==> src/rtl/sprite_row_fetch.sv <==
// Sprite row read sequencer: issues a ROW_W-word burst to the sprite RAM, tracks its read
// latency and hands each returned word to the pixel registers. Optional mirroring: SPRITE_FETCH_MIRROR_EN.
module sprite_row_fetch #(
  parameter int ADDR_W   = 12,
  parameter int DATA_W   = 16,
  parameter int PIX_W    = 4,
  parameter int ROW_W    = 4,
  parameter int ROWSEL_W = 4,
  parameter int RD_LAT   = 2,
  parameter int IDX_W    = 2
) (
  input  logic                Clock,
  input  logic                Resetn,
  input  logic                Start,
  input  logic [ADDR_W-1:0]   SpriteBase,
  input  logic [ROWSEL_W-1:0] Row,
  input  logic                Mirror,
  output logic [ADDR_W-1:0]   MemAddr,
  output logic                MemRd,
  input  logic [DATA_W-1:0]   MemData,
  output logic [DATA_W-1:0]   WordOut,
  output logic                WordLoad,
  output logic [IDX_W-1:0]    WordIdx,
  output logic                Busy,
  output logic                Done
);

  typedef enum logic [1:0] {
    S_IDLE  = 2'd0,
    S_ISSUE = 2'd1,
    S_DRAIN = 2'd2
  } state_e;

  localparam logic [IDX_W-1:0]  LAST_IDX = IDX_W'(ROW_W - 1);
  localparam logic [ADDR_W-1:0] ROW_STEP = ADDR_W'(ROW_W);

  state_e            state_q, state_d;
  logic [ADDR_W-1:0] row_start_q, row_start_d;
  logic [IDX_W-1:0]  cnt_q, cnt_d;
  logic [ADDR_W-1:0] mem_addr_q, mem_addr_d;
  logic              mem_rd_q, mem_rd_d;
  logic [RD_LAT-1:0] vld_q, vld_d;
  logic [IDX_W-1:0]  tag_q [RD_LAT];
  logic [IDX_W-1:0]  tag_d [RD_LAT];
  logic [DATA_W-1:0] word_out_q, word_out_d;
  logic              word_load_q, word_load_d;
  logic [IDX_W-1:0]  word_idx_q, word_idx_d;
  logic              done_q, done_d;

  logic [ADDR_W-1:0] start_addr;
  logic [IDX_W-1:0]  first_off;
  logic [IDX_W-1:0]  next_off;
  logic [DATA_W-1:0] cap_data;
  logic              tail_vld;
  logic [IDX_W-1:0]  tail_tag;
  logic              last_tail;

  // Row start wraps modulo 2^ADDR_W, like every address derived from it.
  assign start_addr = SpriteBase + ADDR_W'(Row) * ROW_STEP;

`ifdef SPRITE_FETCH_MIRROR_EN
  localparam int NPIX = DATA_W / PIX_W;

  logic mirror_q, mirror_d;

  function automatic logic [DATA_W-1:0] pix_rev(input logic [DATA_W-1:0] w);
    logic [DATA_W-1:0] r;
    r = '0;
    for (int k = 0; k < NPIX; k++) begin
      r[(NPIX-1-k)*PIX_W +: PIX_W] = w[k*PIX_W +: PIX_W];
    end
    return r;
  endfunction

  // A mirrored burst walks the row from its last word down to its first.
  assign first_off = Mirror ? LAST_IDX : '0;
  assign next_off  = mirror_q ? LAST_IDX - (cnt_q + 1'b1) : cnt_q + 1'b1;
  assign cap_data  = mirror_q ? pix_rev(MemData) : MemData;

  always_comb begin
    mirror_d = mirror_q;
    if (state_q == S_IDLE && Start) mirror_d = Mirror;
  end

  always_ff @(posedge Clock) begin
    if (!Resetn) mirror_q <= 1'b0;
    else         mirror_q <= mirror_d;
  end
`else
  logic [PIX_W-1:0] mirror_unused;
  assign mirror_unused = {PIX_W{Mirror}};

  assign first_off = '0;
  assign next_off  = cnt_q + 1'b1;
  assign cap_data  = MemData;
`endif

  assign tail_vld  = vld_q[RD_LAT-1];
  assign tail_tag  = tag_q[RD_LAT-1];
  assign last_tail = tail_vld && (tail_tag == LAST_IDX);

  // Valid/tag pipe mirrors the RAM latency; the tag is the word's output-order index.
  always_comb begin
    vld_d[0] = mem_rd_q;
    tag_d[0] = cnt_q;
    for (int i = 1; i < RD_LAT; i++) begin
      vld_d[i] = vld_q[i-1];
      tag_d[i] = tag_q[i-1];
    end
  end

  always_comb begin
    // NOTE: every _d gets its default before the case so no path can infer a latch.
    state_d     = state_q;
    row_start_d = row_start_q;
    cnt_d       = cnt_q;
    mem_addr_d  = '0;
    mem_rd_d    = 1'b0;
    word_out_d  = word_out_q;
    word_idx_d  = word_idx_q;
    word_load_d = tail_vld;
    done_d      = last_tail;

    if (tail_vld) begin
      word_out_d = cap_data;
      word_idx_d = tail_tag;
    end

    case (state_q)
      S_IDLE: begin
        if (Start) begin
          state_d     = S_ISSUE;
          row_start_d = start_addr;
          cnt_d       = '0;
          mem_rd_d    = 1'b1;
          mem_addr_d  = start_addr + ADDR_W'(first_off);
        end
      end
      S_ISSUE: begin
        // cnt_q is the sequence number of the read currently on MemAddr.
        if (cnt_q == LAST_IDX) begin
          state_d = S_DRAIN;
        end else begin
          cnt_d      = cnt_q + 1'b1;
          mem_rd_d   = 1'b1;
          mem_addr_d = row_start_q + ADDR_W'(next_off);
        end
      end
      S_DRAIN: begin
        if (last_tail) state_d = S_IDLE;
      end
      default: state_d = S_IDLE;
    endcase
  end

  // NOTE: sequential state uses non-blocking assignment so every flop samples pre-edge values.
  always_ff @(posedge Clock) begin
    if (!Resetn) begin
      state_q     <= S_IDLE;
      row_start_q <= '0;
      cnt_q       <= '0;
      mem_addr_q  <= '0;
      mem_rd_q    <= 1'b0;
      vld_q       <= '0;
      word_out_q  <= '0;
      word_load_q <= 1'b0;
      word_idx_q  <= '0;
      done_q      <= 1'b0;
    end else begin
      state_q     <= state_d;
      row_start_q <= row_start_d;
      cnt_q       <= cnt_d;
      mem_addr_q  <= mem_addr_d;
      mem_rd_q    <= mem_rd_d;
      vld_q       <= vld_d;
      word_out_q  <= word_out_d;
      word_load_q <= word_load_d;
      word_idx_q  <= word_idx_d;
      done_q      <= done_d;
    end
  end

  // NOTE: tags are only ever read when qualified by vld_q, so they are plain data flops without reset.
  always_ff @(posedge Clock) begin
    for (int i = 0; i < RD_LAT; i++) tag_q[i] <= tag_d[i];
  end

  assign MemAddr  = mem_addr_q;
  assign MemRd    = mem_rd_q;
  assign WordOut  = word_out_q;
  assign WordLoad = word_load_q;
  assign WordIdx  = word_idx_q;
  assign Busy     = (state_q != S_IDLE);
  assign Done     = done_q;

endmodule
==> config.mk <==
export PLATFORM = sky130hd
export DESIGN_NAME = sprite_row_fetch
export DESIGN_NICKNAME = d
export VERILOG_FILES = /design/src/rtl/sprite_row_fetch.sv
export SDC_FILE = /design/constraint.sdc
export NUM_CORES = 1
export LEC_CHECK = 0
export ABC_AREA = 0
export CORE_ASPECT_RATIO = 1.2
export CORE_MARGIN = 8
export CORE_UTILIZATION = 42
export CTS_CLUSTER_DIAMETER = 80
export CTS_CLUSTER_SIZE = 25
export DETAILED_ROUTE_END_ITERATION = 8
export PLACE_DENSITY = 0.84
export SKIP_LAST_GASP = 1
export SYNTH_ARGS = -nofsm -noshare
export SYNTH_HDL_FRONTEND = slang
export SYNTH_SLANG_ARGS = --single-unit
==> constraint.sdc <==
create_clock -name Clock -period 1.95 [get_ports Clock]
set_input_delay 0.195 -clock Clock [delete_from_list [all_inputs] [get_ports Clock]]
set_output_delay 0.195 -clock Clock [all_outputs]
set_load 0.01 [all_outputs]
* After elaboration in Yosys (flattened, before gate mapping)
Memories as Yosys holds them, arrays and structs flattened. Cells that the tools add are included.
Word-level totals: output and inout port bits 34, flip-flop bits (word level) 51, memory bits (writable) 4, memories 1, input bits 36, word-level logic and storage cells 42
Cells by class: $add $sub $neg 3, equal/unequal tests 8, muxes and demuxes 13, reduce and logical (&&, ||, !) cells 7
Memories:
- tag_q | words 2, bits a word 2, rd ports 2, clocked after memory_dff 0, write ports 2, RTL line 43 | logic [IDX_W-1:0] tag_q [RD_LAT];
Operators by type and width (number):
- $mux 12 | 2
- $pmux 12 s2 | 1
- $add 12x2->12 | 1
- $add 12x6->12 | 1
- $mux 2 | 5
- $ne 2x2->1 const B | 4
- $eq 2x2->1 const B | 3
- $pmux 2 s3 | 1
- $reduce_and 3->1 | 2
- $pmux 2 s2 | 1
- $reduce_bool 2->1 | 2
- $add 2x1->2 const B | 1
- $eq 2x1->1 const B | 1
- $logic_not 2->1 | 1
- $mux 1 | 2
- $pmux 1 s2 | 1
- $reduce_and 2->1 | 1
- $logic_and 1x1->1 | 1

* Depth between registers and ports, before layout
Gate-level depths: netlist of the first run. An unclocked memory read counts as a cell.
word-level depth 5, depth in mapped cells 9

* Worst setup path after synthesis of the first run
Ideal clock, no wire load.
path kind reg-to-reg, start register cnt_q[1], end register mem_addr_q[10] (netlist: MemAddr[10]), arrival 1.817 ns, stages on the path, launching flop included 8, library setup time 0.092 ns, slack 0.040 ns, period minus slack after synthesis 1.910 ns, cell sequence dfxtp_1 > ha_1 > inv_1 > fa_1 > clkbuf_1 > nor4b_1 > xnor2_1 > o32ai_1
Between the ends: cells in the longest elaborated chain, start to end 4
Ends and longest elaborated chain:
- start, declared | RTL line 39 | logic [IDX_W-1:0] cnt_q, cnt_d;
- start signal, assigned | RTL line 172 | cnt_q <= cnt_d;
- $add 2x1->2 | RTL line 94 | assign next_off = cnt_q + 1'b1;
- $add 12x2->12 | RTL line 146 | mem_addr_d = row_start_q + ADDR_W'(next_off);
- $mux 12 * | RTL line 141 | if (cnt_q == LAST_IDX) begin
- $pmux 12 s2 * | RTL line 129 | case (state_q)
- end signal, assigned | RTL line 173 | mem_addr_q <= mem_addr_d;
- end, declared | RTL line 40 | logic [ADDR_W-1:0] mem_addr_q, mem_addr_d;
Every way passes the cells marked *; elsewhere a longest branch is shown, timed or not. A chain may end at the register's enable or synchronous reset.

* Worst setup path in the final report of the first run
start register cnt_q[1], end register mem_addr_q[8] (netlist: MemAddr[8])
Same word-level chain as after synthesis.

==> results of run 1 <==
-- area by class of cell --
cell class,instances,share of cell area
well taps,64,0.0239
repair buffers,85,0.241
flip-flops and latches,55,0.329
clock inverters,2,0.0104
clock buffers,6,0.0246
inverters,8,0.00896
multi-input cells,187,0.362
-- cells by family (layout without fill, tap and decap cells) --
group / count (synthesis) / count (layout) / synth area share
mux: 21 / 21 / 0.0882
simple gates: 95 / 95 / 0.197
xor+xnor: 6 / 6 / 0.0221
buf+inv: 23 / 101 / 0.0399
compound gates: 56 / 56 / 0.137
fa+ha+maj: 9 / 9 / 0.0536
flops: 55 / 55 / 0.462
-- metal layers --
metal / vias to the layer above / wire length (um) / share of wire
li1: 1078 / - / -
met1: 1014 / 2560 / 0.44
met2: 74 / 2850 / 0.49
met3: 9 / 318 / 0.055
met4: 0 / 78 / 0.013
met5: - / 0 / 0
-- path summary, 6_finish.rpt --
path	startpoint	slack, ns	depth (start not counted)	endpoint
setup / recovery	cnt_q[1]	0.12	7	MemAddr[8]
hold / removal	tag_q[0][0]	0.33	0	tag_q[0][2]
setup reg to reg	cnt_q[1]	0.12	7	MemAddr[8]
hold reg to reg	tag_q[0][0]	0.33	0	tag_q[0][2]
-- Yosys cell counts --
master                      number  area [um2]
sky130_fd_sc_hd__nor4_1          3        18.8
sky130_fd_sc_hd__a31oi_1         2        12.5
sky130_fd_sc_hd__nor3_1          5        25.0
sky130_fd_sc_hd__buf_2           1        5.00
sky130_fd_sc_hd__nand4_1         2        12.5
sky130_fd_sc_hd__xnor2_1         5        43.8
sky130_fd_sc_hd__mux2i_1        21         210
sky130_fd_sc_hd__nand3_1         9        45.0
sky130_fd_sc_hd__ha_1            7        87.6
sky130_fd_sc_hd__or3b_2          1        8.76
sky130_fd_sc_hd__and2_1          6        37.5
sky130_fd_sc_hd__o211ai_1        2        15.0
sky130_fd_sc_hd__nor3b_1         2        15.0
sky130_fd_sc_hd__xor2_1          1        8.76
sky130_fd_sc_hd__and3_1          1        6.26
sky130_fd_sc_hd__or3_1           5        31.3
sky130_fd_sc_hd__or3b_1          1        8.76
sky130_fd_sc_hd__nand2b_1        2        12.5
sky130_fd_sc_hd__o311ai_1        1        8.76
sky130_fd_sc_hd__nor4b_1         1        8.76
sky130_fd_sc_hd__o21ai_0         9        45.0
sky130_fd_sc_hd__dfxtp_1        55        1100
sky130_fd_sc_hd__a211o_1         1        8.76
sky130_fd_sc_hd__nor2_1         25        93.8
sky130_fd_sc_hd__or2_2           3        18.8
sky130_fd_sc_hd__o2111ai_1       2        17.5
sky130_fd_sc_hd__inv_1           7        26.3
sky130_fd_sc_hd__nor2b_1         1        6.26
sky130_fd_sc_hd__nand2_1        24        90.1
sky130_fd_sc_hd__clkbuf_1       13        48.8
sky130_fd_sc_hd__nand3b_1        4        30.0
sky130_fd_sc_hd__fa_1            2        40.0
sky130_fd_sc_hd__buf_6           1        11.3
sky130_fd_sc_hd__a21oi_1        31         155
sky130_fd_sc_hd__o21a_1          3        22.5
sky130_fd_sc_hd__inv_2           1        3.75
sky130_fd_sc_hd__o31ai_1         2        15.0
sky130_fd_sc_hd__o32ai_1         1        8.76
sky130_fd_sc_hd__o31a_1          2        17.5
-- timing repair --
action / 4_1_cts / 5_1_grt
gates resized for setup: 2 / 7
hold buffers: 0 / 0
setup endpoints to repair: 3 / 8
buffers inserted: 0 / 1
pin swaps: 0 / 1
-- state kept, by name (all words and copies together) (netlist names), 2 cells and up --
signal / cells
tag_q: 4
row_start_q: 12
state_q: 2
vld_q: 2
MemAddr: 12
WordIdx: 2
cnt_q: 2
WordOut: 16
-- power by group through the flow --
| stage | Sequential, mW | Clock [mW] | Combinational, mW |
|---|---|---|---|
| detailed placement | 1.25 | 0 | 0.415 |
| global placement | 1.25 | 0 | 0.406 |
| floorplan | 1.26 | 0 | 0.196 |
| global route | 1.23 | 0.830 | 0.467 |
| finish | 1.22 | 0.762 | 0.426 |
| CTS | 1.22 | 0.784 | 0.421 |
-- worst reg2reg max path: stages, from the launching register on --
cell	delay, ns
sky130_fd_sc_hd__dfxtp_2	0.35
sky130_fd_sc_hd__ha_1	0.29
sky130_fd_sc_hd__inv_1	0.07
sky130_fd_sc_hd__fa_2	0.37
sky130_fd_sc_hd__buf_4	0.16
sky130_fd_sc_hd__o31a_1	0.28
sky130_fd_sc_hd__o21ai_1	0.13
sky130_fd_sc_hd__a21oi_1	0.07
==> results.txt, run 1 <==
----------------------------------------------------
[Power and ir drop]
  Proportion of total power due to net switching ... 0.241
  Power density normalized to cell area ... 719 nW/um2
  Leakage power of the design ... 1.21 nW
  Internal power ... 1.83 mW
  Portion of total power attributed to combinational logic ... 0.177
  Clock Power Share ... 0.316
  Total power ... 2.41 mW
  Sequential share of power ... 0.507
  IR Drop Worst-Case VDD ... 0.000449 V
  Net Sw Power ... between 0.5 and 0.6 mW

[GRT]
  Maximum number of pins on one net before global-route repair ... 35
  Total congestion overflow after global routing ... 0
  Vias in the first global route ... 2142
  Busiest layer in global routing ... met2
  Wire length of the first global-routing pass ... 9850 um
  Grt met2 use ... 0.254
  Met3 Use GR ... 0.0391
  Initial antenna violation count ... 0
  Fraction of met1 tracks used by global routing ... 0.155
  Global routing usage summed across all routing layers ... 0.142

[Timing]
  Max Freq ... between 500 and 600 MHz
  Worst Clk Skew ... between 0.005 and 0.006 ns
  RSZ-0062 raised after global routing ... false
  Worst Hold Margin ... approximately 0.33 ns
  Relative slew margins ... 0.756
  Number of max-slew violations in the final report ... 0
  Final-layout setup total negative slack ... 0 ns
  Final critical-path setup slack ... ~0.12 ns
  Final count of hold timing violations ... 0
  Tmin final ... between 1.5 and 2 ns
  Transition time at the pin with the least slew margin ... approximately 0.37 ns
  Fraction of the cycle the final worst path needs ... 0.941
  Total of endpoints with negative setup slack in the final report ... 0

[Detailed routing]
  Final routed wirelength across all metal layers ... 5810 um
  DRC violation count after routing ... 0
  Detailed Routing Iterations Pass 1 ... 4
  Number of design-rule violations left by the first detailed-router iteration ... 171
  Routed vias ... 2175
  Via count normalized by instance count ... between 5 and 6
  Post-route antenna net violation count ... 0
  DR WL/cell ... about 14 um

[Floorplan]
  Height of the die ... about 100 um
  Starting density of the core ... 0.429
  Total die area ... 8350 um2
  Horizontal die dimension ... ~85 um
  IO Pins ... 70
  Number of core rows ... 30
  Placeable core region ... 5560 um2

[Worst setup path]
  Cell-by-cell listing of the critical path ... ha_1 -> inv_1 -> fa_2 -> buf_4 -> o31a_1 -> o21ai_1 -> a21oi_1
  Critical path required time ... 2.13 ns
  Startpoint Class ... flop
  Worst path top cell family by delay ... adder cells
  Max FO, Critical Path ... 4
  Class of the most critical setup path ... flop to flop
  Master of the slowest instance on the critical path ... sky130_fd_sc_hd__fa_2
  Combined buffer and inverter count along the critical path ... 2
  Kind of end point of the critical path ... flop
  Worst path max stage delay ... 0.37 ns
  Arrival time of the worst setup path ... 2.02 ns

[Placed design]
  Placed instance count ... 398
  Worst-case setup slack after placement ... -0.0317 ns
  HPWL after DPL ... 4380 um
  Port buffer count ... 68
  Placer's final routability congestion estimate ... 0.844
  Cell area after placement ... 3200 um2

[Finish]
  Nets ... a little under 400
  Most used cells in the layout excluding fill and tap cells ... sky130_fd_sc_hd__clkdlybuf4s50_1, sky130_fd_sc_hd__dfxtp_1, sky130_fd_sc_hd__a21oi_1
  Post-route cell area ... 3350 um2
  Area used by multi-input combinational logic ... ~1200 um2
  Most common library cell in the layout ignoring fill and taps ... sky130_fd_sc_hd__clkdlybuf4s50_1
  Layout cell share with drive strength beyond 1 ... 0.108
  Layout overhead on the synthesized area ... 40.8%
  Core Util, Final ... 0.604
  Count of inserted antenna diode cells ... 0
  Number of filler cells placed in the layout ... between 400 and 500
  Non-filler instance count after layout ... 407
  Area occupied by registers ... 1100 um2

[Clock tree]
  CTS root buf ... sky130_fd_sc_hd__clkbuf_8
  Number of sinks driven by the clock tree ... 55
  Number of buffers created by CTS ... 5
  Worst-skew pair later-pin latency ... 0.30 ns
  H-tree lvl count ... 2
  CTS tree ... built
  Number of buffers between clock root and the deepest sink ... 2
  Clk slew on worst S/H paths ... 0.09 ns

[Synth]
  Number of warnings printed during yosys synthesis ... 0
  Number of instances in the synthesized netlist ... 265
  Post-Syn Nets ... 310
  Cell Area, Synth ... 2380 um2
  Cell variety after synth ... 39
  Proportion of synthesized chip area in sequential cells ... 0.462
  Avg Cell Area, Syn ... approximately 9.0 um2
  Number of synthesized register bits ... 55

[Flow run]
  Number of max-capacitance violations reported ... 0

[Status]
  Status ... finished clean

[Worst hold path]
  Path class of the lowest-slack min-delay path ... flop to flop

----------------------------------------------------
No activity file was read; power rests on OpenSTA's default activity.
==> inputs of run 2 (changes only) <==
--- a/config.mk
+++ b/config.mk
@@ -5,15 +5,14 @@
 export SDC_FILE = /design/constraint.sdc
 export NUM_CORES = 1
 export LEC_CHECK = 0
-export ABC_AREA = 0
 export CORE_ASPECT_RATIO = 1.2
 export CORE_MARGIN = 8
 export CORE_UTILIZATION = 42
-export CTS_CLUSTER_DIAMETER = 80
 export CTS_CLUSTER_SIZE = 25
 export DETAILED_ROUTE_END_ITERATION = 8
 export PLACE_DENSITY = 0.84
 export SKIP_LAST_GASP = 1
+export SLEW_MARGIN = 15
 export SYNTH_ARGS = -nofsm -noshare
 export SYNTH_HDL_FRONTEND = slang
 export SYNTH_SLANG_ARGS = --single-unit
==> results of run 2 <==
No change in the layout: final DEF, timing and power equal those of run 1.
